**src/rtl/cesa_pipe_if.sv**
```systemverilog
// Operand/result handshake bundle for cesa_pipe.
// CESA_PIPE_FLAGS_EN adds the zero/overflow flag signals.
interface cesa_pipe_if #(
  parameter int WIDTH = 32
);
  logic             in_valid_i;
  logic             in_ready_o;
  logic [WIDTH-1:0] a_i;
  logic [WIDTH-1:0] b_i;
  logic             sub_i;
  logic             out_valid_o;
  logic             out_ready_i;
  logic [WIDTH:0]   sum_o;
`ifdef CESA_PIPE_FLAGS_EN
  logic             zero_o;
  logic             ovf_o;

  modport slave (
    input  in_valid_i, a_i, b_i, sub_i, out_ready_i,
    output in_ready_o, out_valid_o, sum_o, zero_o, ovf_o
  );

  modport master (
    output in_valid_i, a_i, b_i, sub_i, out_ready_i,
    input  in_ready_o, out_valid_o, sum_o, zero_o, ovf_o
  );
`else
  modport slave (
    input  in_valid_i, a_i, b_i, sub_i, out_ready_i,
    output in_ready_o, out_valid_o, sum_o
  );

  modport master (
    output in_valid_i, a_i, b_i, sub_i, out_ready_i,
    input  in_ready_o, out_valid_o, sum_o
  );
`endif
endinterface

```
**src/rtl/cesa_pipe.sv**
```systemverilog
// Pipelined carry-select adder/subtractor: STAGES segments, one per register rank.
// Define CESA_PIPE_FLAGS_EN to add registered zero_o / ovf_o flags.
module cesa_pipe #(
  parameter int WIDTH  = 32,
  parameter int BLK    = 4,
  parameter int STAGES = 2
) (
  input  logic        clk_i,
  input  logic        rst_ni,
  cesa_pipe_if.slave  bus
);

  localparam int SEG  = WIDTH / STAGES;
  localparam int NBLK = SEG / BLK;

  if ((WIDTH % (BLK * STAGES)) != 0 || STAGES < 1 || STAGES > (WIDTH / BLK)) begin : g_bad_params
    $error("cesa_pipe: WIDTH must be divisible by BLK*STAGES and STAGES must be 1..WIDTH/BLK");
  end

  // One segment of carry-select: every block forms both sums, the ripple carry picks one.
  function automatic logic [SEG:0] csel(input logic [SEG-1:0] x, input logic [SEG-1:0] y,
                                        input logic cin);
    logic [SEG-1:0] s;
    logic           c;
    logic [BLK:0]   s0;
    logic [BLK:0]   s1;
    s = '0;
    c = cin;
    for (int k = 0; k < NBLK; k++) begin
      s0 = {1'b0, x[k*BLK +: BLK]} + {1'b0, y[k*BLK +: BLK]};
      s1 = {1'b0, x[k*BLK +: BLK]} + {1'b0, y[k*BLK +: BLK]} + {{BLK{1'b0}}, 1'b1};
      s[k*BLK +: BLK] = c ? s1[BLK-1:0] : s0[BLK-1:0];
      c = c ? s1[BLK] : s0[BLK];
    end
    return {c, s};
  endfunction

  logic             adv;
  logic [WIDTH-1:0] beff;

  assign beff           = bus.b_i ^ {WIDTH{bus.sub_i}};
  assign adv            = ~g_rank[STAGES-1].g_last.v | bus.out_ready_i;
  assign bus.in_ready_o = adv;

  for (genvar s = 0; s < STAGES; s++) begin : g_rank
    localparam int LO = SEG * (s + 1);
    localparam int HI = WIDTH - LO;

    logic           vin;
    logic           ci;
    logic [SEG-1:0] sa;
    logic [SEG-1:0] sb;
    logic [SEG:0]   res;

    assign res = csel(sa, sb, ci);

    if (s == 0) begin : g_first
      assign vin = bus.in_valid_i;
      assign sa  = bus.a_i[SEG-1:0];
      assign sb  = beff[SEG-1:0];
      assign ci  = bus.sub_i;
    end else begin : g_next
      assign vin = g_rank[s-1].g_mid.v;
      assign sa  = g_rank[s-1].g_mid.ha[SEG-1:0];
      assign sb  = g_rank[s-1].g_mid.hb[SEG-1:0];
      assign ci  = g_rank[s-1].g_mid.c;
    end

    if (s < STAGES - 1) begin : g_mid
      logic          v;
      logic          c;
      logic [LO-1:0] lo;
      logic [HI-1:0] ha;
      logic [HI-1:0] hb;
      logic [LO-1:0] lo_d;
      logic [HI-1:0] ha_d;
      logic [HI-1:0] hb_d;

      if (s == 0) begin : g_d0
        assign lo_d = res[SEG-1:0];
        assign ha_d = bus.a_i[WIDTH-1:SEG];
        assign hb_d = beff[WIDTH-1:SEG];
      end else begin : g_dn
        assign lo_d = {res[SEG-1:0], g_rank[s-1].g_mid.lo};
        assign ha_d = g_rank[s-1].g_mid.ha[HI+SEG-1:SEG];
        assign hb_d = g_rank[s-1].g_mid.hb[HI+SEG-1:SEG];
      end

      // Intermediate rank: finished low bits, still-pending operand bits, segment carry.
      always_ff @(posedge clk_i or negedge rst_ni) begin
        if (!rst_ni) begin
          v  <= 1'b0;
          c  <= 1'b0;
          lo <= '0;
          ha <= '0;
          hb <= '0;
        end else if (adv) begin
          v  <= vin;
          c  <= res[SEG];
          lo <= lo_d;
          ha <= ha_d;
          hb <= hb_d;
        end
      end
    end else begin : g_last
      logic             v;
      logic [WIDTH:0]   sum;
      logic [WIDTH-1:0] sum_d;

      if (s == 0) begin : g_d0
        assign sum_d = res[SEG-1:0];
      end else begin : g_dn
        assign sum_d = {res[SEG-1:0], g_rank[s-1].g_mid.lo};
      end

`ifdef CESA_PIPE_FLAGS_EN
      logic zero;
      logic ovf;
      logic cmsb;

      // The carry into the MSB falls out of the MSB sum bit and its operand bits.
      assign cmsb = res[SEG-1] ^ sa[SEG-1] ^ sb[SEG-1];

      always_ff @(posedge clk_i or negedge rst_ni) begin
        if (!rst_ni) begin
          zero <= 1'b0;
          ovf  <= 1'b0;
        end else if (adv && vin) begin
          zero <= (sum_d == '0);
          ovf  <= cmsb ^ res[SEG];
        end
      end
`endif

      // Output rank: data only moves on a real result so an idle output keeps its last value.
      always_ff @(posedge clk_i or negedge rst_ni) begin
        if (!rst_ni) begin
          v   <= 1'b0;
          sum <= '0;
        end else if (adv) begin
          v <= vin;
          if (vin) begin
            sum <= {res[SEG], sum_d};
          end
        end
      end
    end
  end

  assign bus.out_valid_o = g_rank[STAGES-1].g_last.v;
  assign bus.sum_o       = g_rank[STAGES-1].g_last.sum;
`ifdef CESA_PIPE_FLAGS_EN
  assign bus.zero_o      = g_rank[STAGES-1].g_last.zero;
  assign bus.ovf_o       = g_rank[STAGES-1].g_last.ovf;
`endif

endmodule

```
**src/flat_wrapper.sv**
```systemverilog
// flat-port wrapper written by rule: the top's interface ports become plain ports
module cesa_pipe_flat 
#(
  parameter int WIDTH  = 32,
  parameter int BLK    = 4,
  parameter int STAGES = 2
)
  (clk_i, rst_ni, bus_in_valid_i, bus_a_i, bus_b_i, bus_sub_i, bus_out_ready_i, bus_in_ready_o, bus_out_valid_o, bus_sum_o);
  cesa_pipe_if #(.WIDTH(WIDTH)) bus_i ();
  input  logic clk_i;
  input  logic rst_ni;
  input wire logic [$bits(bus_i.in_valid_i)-1:0] bus_in_valid_i;
  input wire logic [$bits(bus_i.a_i)-1:0] bus_a_i;
  input wire logic [$bits(bus_i.b_i)-1:0] bus_b_i;
  input wire logic [$bits(bus_i.sub_i)-1:0] bus_sub_i;
  input wire logic [$bits(bus_i.out_ready_i)-1:0] bus_out_ready_i;
  output wire logic [$bits(bus_i.in_ready_o)-1:0] bus_in_ready_o;
  output wire logic [$bits(bus_i.out_valid_o)-1:0] bus_out_valid_o;
  output wire logic [$bits(bus_i.sum_o)-1:0] bus_sum_o;
  assign bus_i.in_valid_i = bus_in_valid_i;
  assign bus_i.a_i = bus_a_i;
  assign bus_i.b_i = bus_b_i;
  assign bus_i.sub_i = bus_sub_i;
  assign bus_i.out_ready_i = bus_out_ready_i;
  assign bus_in_ready_o = bus_i.in_ready_o;
  assign bus_out_valid_o = bus_i.out_valid_o;
  assign bus_sum_o = bus_i.sum_o;
  cesa_pipe #(.WIDTH(WIDTH), .BLK(BLK), .STAGES(STAGES)) u_core (.clk_i(clk_i), .rst_ni(rst_ni), .bus(bus_i));
endmodule
```
**config.mk**
```make
export PLATFORM = sky130hd
export DESIGN_NAME = cesa_pipe_flat
export DESIGN_NICKNAME = d
export VERILOG_FILES = /design/src/rtl/cesa_pipe_if.sv /design/src/rtl/cesa_pipe.sv /design/src/flat_wrapper.sv
export SDC_FILE = /design/constraint.sdc
export NUM_CORES = 1
export LEC_CHECK = 0
export ABC_AREA = 1
export CELL_PAD_IN_SITES_DETAIL_PLACEMENT = 0
export CELL_PAD_IN_SITES_GLOBAL_PLACEMENT = 1
export CORE_MARGIN = 5
export CORE_UTILIZATION = 40
export CTS_CLUSTER_DIAMETER = 60
export CTS_CLUSTER_SIZE = 30
export DETAILED_ROUTE_END_ITERATION = 16
export PLACE_DENSITY_LB_ADDON = 0.1
export SETUP_SLACK_MARGIN = 0.2
export SYNTH_ARGS = -nofsm -noshare
export SYNTH_HDL_FRONTEND = slang
export SYNTH_SLANG_ARGS = --single-unit
```
**constraint.sdc**
```tcl
create_clock -name clk_i -period 7.95 [get_ports clk_i]
set_clock_uncertainty 0.2 [all_clocks]
set_input_delay 1.59 -clock clk_i [delete_from_list [all_inputs] [get_ports clk_i]]
set_output_delay 1.59 -clock clk_i [all_outputs]
set_load 0.1 [all_outputs]
```
==> impl_metrics.toml, run 1 <==
[power]
p_clk_share_pct = 18.1
pwr-share-comb_pct = 56.2
p_sw_share_pct = 50.2
switchingPower_mw = 1.26
cellPowerDensity_mw_per_mm2 = 357
p_seq_share_pct = 25.7
total_leakage_power_nw = 3.52
ir_drop_mv = 0.194
p_int_mw = 1.26

[logic_synthesis]
synth_edf_count = 0
ys_seq_area_share_pct = 37.9
synth_top_area_share_pct = 37.9
synth_cell_types = 39
synth_top_area_cell = "dfrtp_1"
async_flop_share_pct = 100
synth_cells = 685
synth_top_family_by_area = "simple AND/OR/NAND/NOR gates"
synth-compound-area-share_pct = 6.67
syn_nets = 804
syn_avg_cell_area_um2 = 8.10
synthAdderAreaFrac_pct = 12.4
syn-cell-area_mm2 = 0.00555
synth_warnings = 0
synthSimpleGateAreaFrac_pct = 27.6
synthTopCellsByArea = "dfrtp_1 (38%), nand2_1 (15%), ha_1 (9.5%)"
ys_seq_elements = 84
ys.flop_type = "dfrtp_1"
synth.most_common_cell = "nand2_1"
synthTopCellsByCount = "nand2_1 (222), dfrtp_1 (84), inv_1 (75)"
synth.area.mux_share_pct = 0
synthXorXnorAreaFrac_pct = 8.52

[placement]
placed_cell_area_mm2 = 0.00674
dp_hpwl_um = 9020
place.gp.congestion = 0.844
place.port_buffers = 103
place_ws_ps = 2800

[sta]
fmax_ghz = 0.194
rsz0062_at_grt = "no"
setup_violations = 0
slew_headroom_pct = 29.1
period_share_pct = 64.7
setup_slack_ps = 2800
tightest_slew_ps = 1060
hold_violations = 0
tns_ps = 0
fin_crit_ps = 5150
finalMaxSlewViolations = 0

[die]
core_area_mm2 = 0.0137
rows = 43
die_area_mm2 = 0.0163
die_w_um = 128
num_io_pins = 104
start_util_pct = 40.5
die_h_um = 128

[grt]
antenna_found_initial = 0
grt_pass1_wl_um = 20600
grt.overflow.total = 0
grt_pass1_vias = 4562
grt_max_degree = 85
track_usage_pct = 15.3

[finish]
diodes = 0
fin_util_pct = 51.5
fill_cells = 1343
fin_area_mm2 = 0.00707
drive_gt1_share_pct = 6.73
syn_to_final_growth_pct = 27.3
nNetsFinal = 901

[critical_path]
crit_fanout = 2
crit_type = "input port to primary output"
path_common_cell = "clkdlybuf4s50_1"
crit_chain = "clkdlybuf4s50_1 -> nor2_4 -> clkinv_1 -> clkdlybuf4s50_1"
reg2reg_slack_ps = 4600
startpoint_type = "input port"
critical-path-slowest-cell = "clkdlybuf4s50_1"
endpoint_kind = "primary output"
cp_data_required_time_ps = 6160
cp.arrival_ps = 3360
slowest_delay_ps = 1130

[clock_network]
cts_tree = "done"
cts_made_buffers = 9
cts_resized = 0
clock-root-buffer = "clkbuf_16"
cts_hold_buf = 0
htreeDepth = 3
clk_latency_ps = 330
clock_path_buffers = 2
post_cts_buffers = 0
path_clk_slew_ps = 60
cts_sinks = 84

[hold_path]
hp-class = "flop to flop"

[drt]
viasPerCell = 4.61
first_iter_violations = 224
wl_um = 11900
firstDrtPassIters = 4
num_vias = 4462
drc = 0
antenna_left = 0
wire_per_inst_um = 12.3

[outcome]
status = "finished, final reports clean"

[flow_run]
drv_cap = 0
==> state kept, by name (all words and copies together) (netlist names) <==
| signal | flops |
|---|---|
| u_core.g_rank.g_mid.ha | 16 |
| u_core.g_rank.g_mid.v | 1 |
| u_core.bus.sum_o | 33 |
| u_core.g_rank.g_mid.hb | 16 |
| u_core.g_rank.g_mid.lo | 16 |
| u_core.bus.out_valid_o | 1 |
| u_core.g_rank.g_mid.c | 1 |
==> worst max-delay path: cells and delay by family <==
| family | cells | cell delay (ps) |
|---|---|---|
| buffers and inverters | 3 | 1690 |
| AND/OR/NAND/NOR | 1 | 70 |
==> layout by cell type (no fill, tap or decap), drive strengths merged <==
cell type      instances
xnor2                 21
buf                    5
clkbuf                13
o21bai                 1
clkdlybuf4s50        101
nand4                  4
or2                    1
nor2                  25
clkinv                 3
inv                   76
nor3                   6
a211oi                 1
o22ai                  2
a31o                   1
ha                    42
nand2                240
o21ai                 47
a21o                   1
fa                     8
xor2                  33
nand3b                 3
bufinv                 2
a21oi                 11
a31oi                  4
dfrtp                 84
nand3                 49
and2                   2
o21a                   1
==> power groups by stage <==
stage | logic (mW) | clock network, mW | registers, mW
6_report | 1.42 | 0.455 | 0.648
5_1_grt | 1.53 | 0.483 | 0.665
4_1_cts | 1.43 | 0.466 | 0.650
3_5_place_dp | 1.43 | 0 | 0.656
3_3_place_gp | 1.41 | 0 | 0.658
2_1_floorplan | 0.530 | 0 | 1.21
==> kinds of logic after synthesis <==
family	count (synthesis)
simple gates	330
compound gates	69
fa+ha+maj	50
xor+xnor	54
flops	84
buf+inv	98
==> cell type report <==
cell class                 instances  area [um^2]  share of cell area (%)
timing repair buffer             106         1050                    14.8
inverter                          78          293                    4.14
clock buffer                      13          260                    3.68
sequential                        84         2100                    29.8
clock inverter                     3         68.8                   0.974
multi-input combinational        503         3070                    43.5
tap                              180          225                    3.19
==> path summary, 6_finish.rpt <==
path                                        start                            end  depth (start not counted)
min in group asynchronous                  rst_ni   u_core.g_rank[0].g_mid.ha[5]                          1
setup / recovery                  bus_out_ready_i                 bus_in_ready_o                          4
max in group asynchronous                  rst_ni  u_core.g_rank[0].g_mid.hb[11]                          1
hold / removal                u_core.bus.sum_o[3]            u_core.bus.sum_o[3]                          2
hold reg to reg               u_core.bus.sum_o[3]            u_core.bus.sum_o[3]                          2
setup reg to reg           u_core.bus.out_valid_o           u_core.bus.sum_o[20]                          9
==> per-layer routing <==
| layer | up-vias | part of all wire [%] | global-route usage [%] |
|---|---|---|---|
| met5 | - | 0 | 0 |
| met2 | 68 | 49 | 27.0 |
| met3 | 10 | 3.6 | 2.42 |
| li1 | 2354 | - | - |
| met1 | 2030 | 46 | 19.2 |
| met4 | 0 | 1.4 | 4.62 |
==> stage by stage <==
stage	hold WS [ps]	std cells	power (mW)
6_report	271	967	2.52
3_3_place_gp	254	951	2.07
3_5_place_dp	259	951	2.08
5_1_grt	302	967	2.68
4_1_cts	275	967	2.55
2_1_floorplan	232	685	1.74
Note: power is estimated with default switching activity, not from simulation.
==> run 2, diff against run 1 <==
CORE_UTILIZATION = 35   (was 40)
clock period = 4.6 ns   (was 7.95 ns; I/O delays follow)
==> impl_metrics.toml, run 2 (synthesis results as in run 1) <==
[power]
p_int_mw = 2.14
pwr-share-comb_pct = 56.5
total_leakage_power_nw = 3.54
finalPower_mw = 4.34
p_sw_share_pct = 50.6
p_clk_share_pct = 17.8
cellPowerDensity_mw_per_mm2 = 608
switchingPower_mw = 2.20
p_seq_share_pct = 25.7
ir_drop_mv = 0.307

[critical_path]
startpoint = "bus_out_ready_i"
crit_type = "input port to primary output"
endpoint_kind = "primary output"
crit_family = "buffers and inverters"
slowest_delay_ps = 500
critical-path-slowest-cell = "buf_4"
cp_data_required_time_ps = 3480
crit_buf_inv = 4
reg2reg_from = "u_core.g_rank[0].g_mid.hb[0]"
startpoint_type = "input port"
cp.arrival_ps = 2490
crit_chain = "clkdlybuf4s50_1 -> nor2_4 -> buf_4 -> clkinv_1 -> buf_12"
crit_fanout = 60

[clock_network]
cts_hold_buf = 0
cts_made_buffers = 9
clock-root-buffer = "clkbuf_16"
path_clk_slew_ps = 60
cts_tree = "done"
clk_latency_ps = 330
clock_path_buffers = 2
cts_sinks = 84
htreeDepth = 3
post_cts_buffers = 0
cts_resized = 0

[sta]
rsz0062_at_grt = "no"
period_share_pct = 78.4
tns_ps = 0
slew_headroom_pct = 34.0
fin_crit_ps = 3610
hold_violations = 0
tightest_slew_ps = 987
holdWs_ps = 270
setup_violations = 0
finalMaxSlewViolations = 0
fmax_ghz = 0.277

[hold_path]
hp-class = "flop to flop"
hp-start = "u_core.bus.sum_o[13]"

[placement]
dp_hpwl_um = 9430
place.port_buffers = 103
placed_cell_area_mm2 = 0.00682
place.gp.congestion = 0.775

[grt]
grt_pass1_vias = 4623
grt_max_degree = 72
track_usage_pct = 14.5
antenna_found_initial = 0
grt_pass1_wl_um = 21800
grt.overflow.total = 0

[drt]
firstDrtPassIters = 4
first_iter_violations = 169
viasPerCell = 4.44
wire_per_inst_um = 12.4
drc = 0
antenna_left = 0
num_vias = 4471
wl_um = 12500

[finish]
fin_area_mm2 = 0.00714
nNetsFinal = 905
largest_reg_flops = 33
final_cell_mix = "nand2_1 (222), clkdlybuf4s50_1 (100), dfrtp_1 (84)"
diodes = 0
syn_to_final_growth_pct = 28.6
fin_util_pct = 45.4
layout_commonest_cell = "nand2_1"
drive_gt1_share_pct = 7.46

[die]
die_h_um = 136
num_io_pins = 104
core_area_mm2 = 0.0157
rows = 46
die_w_um = 136
die_area_mm2 = 0.0185
start_util_pct = 35.3

[outcome]
status = "finished, final reports clean"

[flow_run]
drv_cap = 0
run 2: cell types whose count changed in the layout (fill, tap and decap cells not counted), sizes merged:
cell,change
buf,+5
clkbuf,-3
clkdlybuf4s50,-1
clkinv,+1
clkinvlp,+1
inv,+1
run 2: layout make-up:
| cell class | instances | area [um^2] |
|---|---|---|
| Clock inverter | 6 | 86.3 |
| Tap cell | 216 | 270 |
| Clock buffer | 10 | 229 |
| Multi-Input combinational cell | 503 | 3070 |
| Timing Repair Buffer | 110 | 1090 |
| Sequential cell | 84 | 2100 |
| Fill cell | 1548 | 8580 |
| Inverter | 78 | 293 |
run 2: worst paths after layout:
path	end	slack, ps	cells past startpoint
max	bus_in_ready_o	990	5
min	u_core.bus.sum_o[13]	270	2
max reg2reg	u_core.bus.sum_o[31]	1870	18
min reg2reg	u_core.bus.sum_o[13]	270	2
max in group asynchronous	u_core.g_rank[0].g_mid.hb[14]	2910	2
min in group asynchronous	u_core.g_rank[0].g_mid.hb[4]	500	1
run 2: power by group through the flow:
stage	registers [mW]	logic (mW)	clock network [mW]
2_1_floorplan	2.09	0.915	0
3_3_place_gp	1.13	2.46	0
3_5_place_dp	1.13	2.47	0
4_1_cts	1.12	2.48	0.797
5_1_grt	1.15	2.66	0.823
6_report	1.12	2.45	0.773
run 2: metal layers:
| metal | vias to the layer above | track usage [%] | share of wire [%] |
|---|---|---|---|
| met5 | - | 0 | 0 |
| met4 | 0 | 3.36 | 1.0 |
| met3 | 9 | 2.44 | 3.5 |
| met2 | 71 | 24.8 | 48 |
| met1 | 2024 | 19.3 | 48 |
| li1 | 2367 | - | - |
run 2: per-stage QoR:
stage          std cells  setup WS, ps
2_1_floorplan        685          1050
4_1_cts             1007           962
3_3_place_gp         991           842
6_report            1007           994
5_1_grt             1007           859
3_5_place_dp         991           780
run 2: tightest hold or removal path, delay by kind of cell (launching register included):
kind,cells,cell delay [ps]
DFF,1,340
and+or+nand+nor,2,90
==> run 3, diff against run 2 <==
clock period = 3.1 ns   (was 4.6 ns; I/O delays follow)
==> impl_metrics.toml, run 3 (synthesis results as in run 1) <==
[placement]
place.port_buffers = 103
place.gp.congestion = 0.806
placed_cell_area_mm2 = 0.00696
place_ws_ps = -299
dp_hpwl_um = 9870

[die]
die_w_um = 136
start_util_pct = 35.3
rows = 46
die_area_mm2 = 0.0185
num_io_pins = 104
die_h_um = 136
core_area_mm2 = 0.0157

[drt]
first_iter_violations = 229
wire_per_inst_um = 12.1
antenna_left = 0
drc = 0
num_vias = 4524
viasPerCell = 4.38
firstDrtPassIters = 4
wl_um = 12500

[sta]
setup_violations = 0
fmax_ghz = 0.356
hold_violations = 0
slew_headroom_pct = 61.8
tightest_slew_ps = 573
setup_slack_ps = 290
finalMaxSlewViolations = 0
fin_crit_ps = 2810
rsz0062_at_grt = "yes"
period_share_pct = 90.6

[grt]
grt_pass1_wl_um = 21300
grt_max_degree = 48
track_usage_pct = 14.2
grt_pass1_vias = 4612
grt.overflow.total = 0
antenna_found_initial = 0

[finish]
nNetsFinal = 931
drive_gt1_share_pct = 17.9
fin_util_pct = 47.2
diodes = 0
fin_area_mm2 = 0.00742
layout_commonest_cell = "nand2_1"
largest_reg_flops = 33
syn_to_final_growth_pct = 33.6
final_cell_mix = "nand2_1 (219), dfrtp_1 (83), inv_1 (72)"

[critical_path]
crit_fanout = 2
endpoint_kind = "flop"
startpoint_type = "input port"
crit_type = "input port to flop"
cp.arrival_ps = 2830
cp_data_required_time_ps = 3120

[clock_network]
htreeDepth = 3
clock_path_buffers = 2
cts_tree = "done"
cts_made_buffers = 9
cts_sinks = 84
path_clk_slew_ps = 60
clk_latency_ps = 330
clock-root-buffer = "clkbuf_16"

[hold_path]
hp-class = "input port to asynchronous set/reset pin"

[flow_run]
drv_cap = 0

[power]
total_leakage_power_nw = 3.75
ir_drop_mv = 0.482
cellPowerDensity_mw_per_mm2 = 881

[outcome]
status = "finished, final reports clean"
==> run 3: changes by cell type in the layout (fill, tap and decap cells not counted), sizes merged <==
cell,previous run,this run
buf,10,71
clkdlybuf4s50,100,58
dlygate4sd2,0,4
dlymetal6s2s,0,3
clkbuf,10,11
clkinv,4,3
clkinvlp,1,2
inv,77,76
==> run 3: timing repair <==
action                                  CTS  global route
setup buffers                             2             2
pin swaps                                22            26
resized for setup                        19            17
endpoints found under the setup margin   12            12
hold buffers                              0             0
==> run 3: worst paths after layout <==
check                                             start                            end  slack [ps]  depth (start not counted)
setup reg to reg           u_core.g_rank[0].g_mid.hb[0]           u_core.bus.sum_o[31]         370                         18
min in group clk_i                 u_core.bus.sum_o[14]           u_core.bus.sum_o[14]         270                          2
setup / recovery                            bus_b_i[12]  u_core.g_rank[0].g_mid.lo[15]         290                         12
max in group asynchronous                        rst_ni           u_core.bus.sum_o[10]        2000                          2
hold / removal                                   rst_ni   u_core.g_rank[0].g_mid.ha[4]          70                          1
hold reg to reg                    u_core.bus.sum_o[14]           u_core.bus.sum_o[14]         270                          2
==> run 3: layout make-up <==
type | instances | area (um^2)
Sequential cell | 84 | 2100
Fill cell | 1508 | 8300
Clock buffer | 11 | 253
Clock inverter | 5 | 83.8
Timing Repair Buffer | 136 | 1210
Multi-Input combinational cell | 503 | 3200
Tap cell | 216 | 270
Inverter | 78 | 293
==> run 3: worst max-delay path: stages <==
cell             delay [ps]
clkdlybuf4s50_1         470
xor2_1                  170
ha_2                    210
inv_2                    40
fa_1                    490
buf_4                   150
buf_4                   130
nor3_2                  180
xor2_1                  150
nand3_1                  90
nand3_1                  80
nand2_1                  50
==> run 3: stage by stage <==
stage          TNS (ps)  power [mW]  cells  hold WS, ps
6_report              0        6.54   1033         72.1
5_1_grt               0        6.97   1033          114
4_1_cts               0        6.60   1031         91.7
3_5_place_dp      -3190        5.37   1013          260
3_3_place_gp      -2860        5.34   1013          260
2_1_floorplan     -63.2        4.48    685          124
==> run 3: power breakdown <==
group | switching [mW] | leakage [nW] | internal [mW]
Sequential | 0.210 | 1.01 | 1.45
Combinational | 2.65 | 2.58 | 1.04
Clock | 0.435 | 0.158 | 0.751
==> run 3: routing by layer <==
metal  vias to the layer above  part of all wire, %  track usage (%)
li1                       2418                    -                -
met5                         -                    0                0
met4                         0                  1.0             3.70
met2                        74                   49             24.3
met3                         8                  3.9             2.66
met1                      2024                   47             18.4
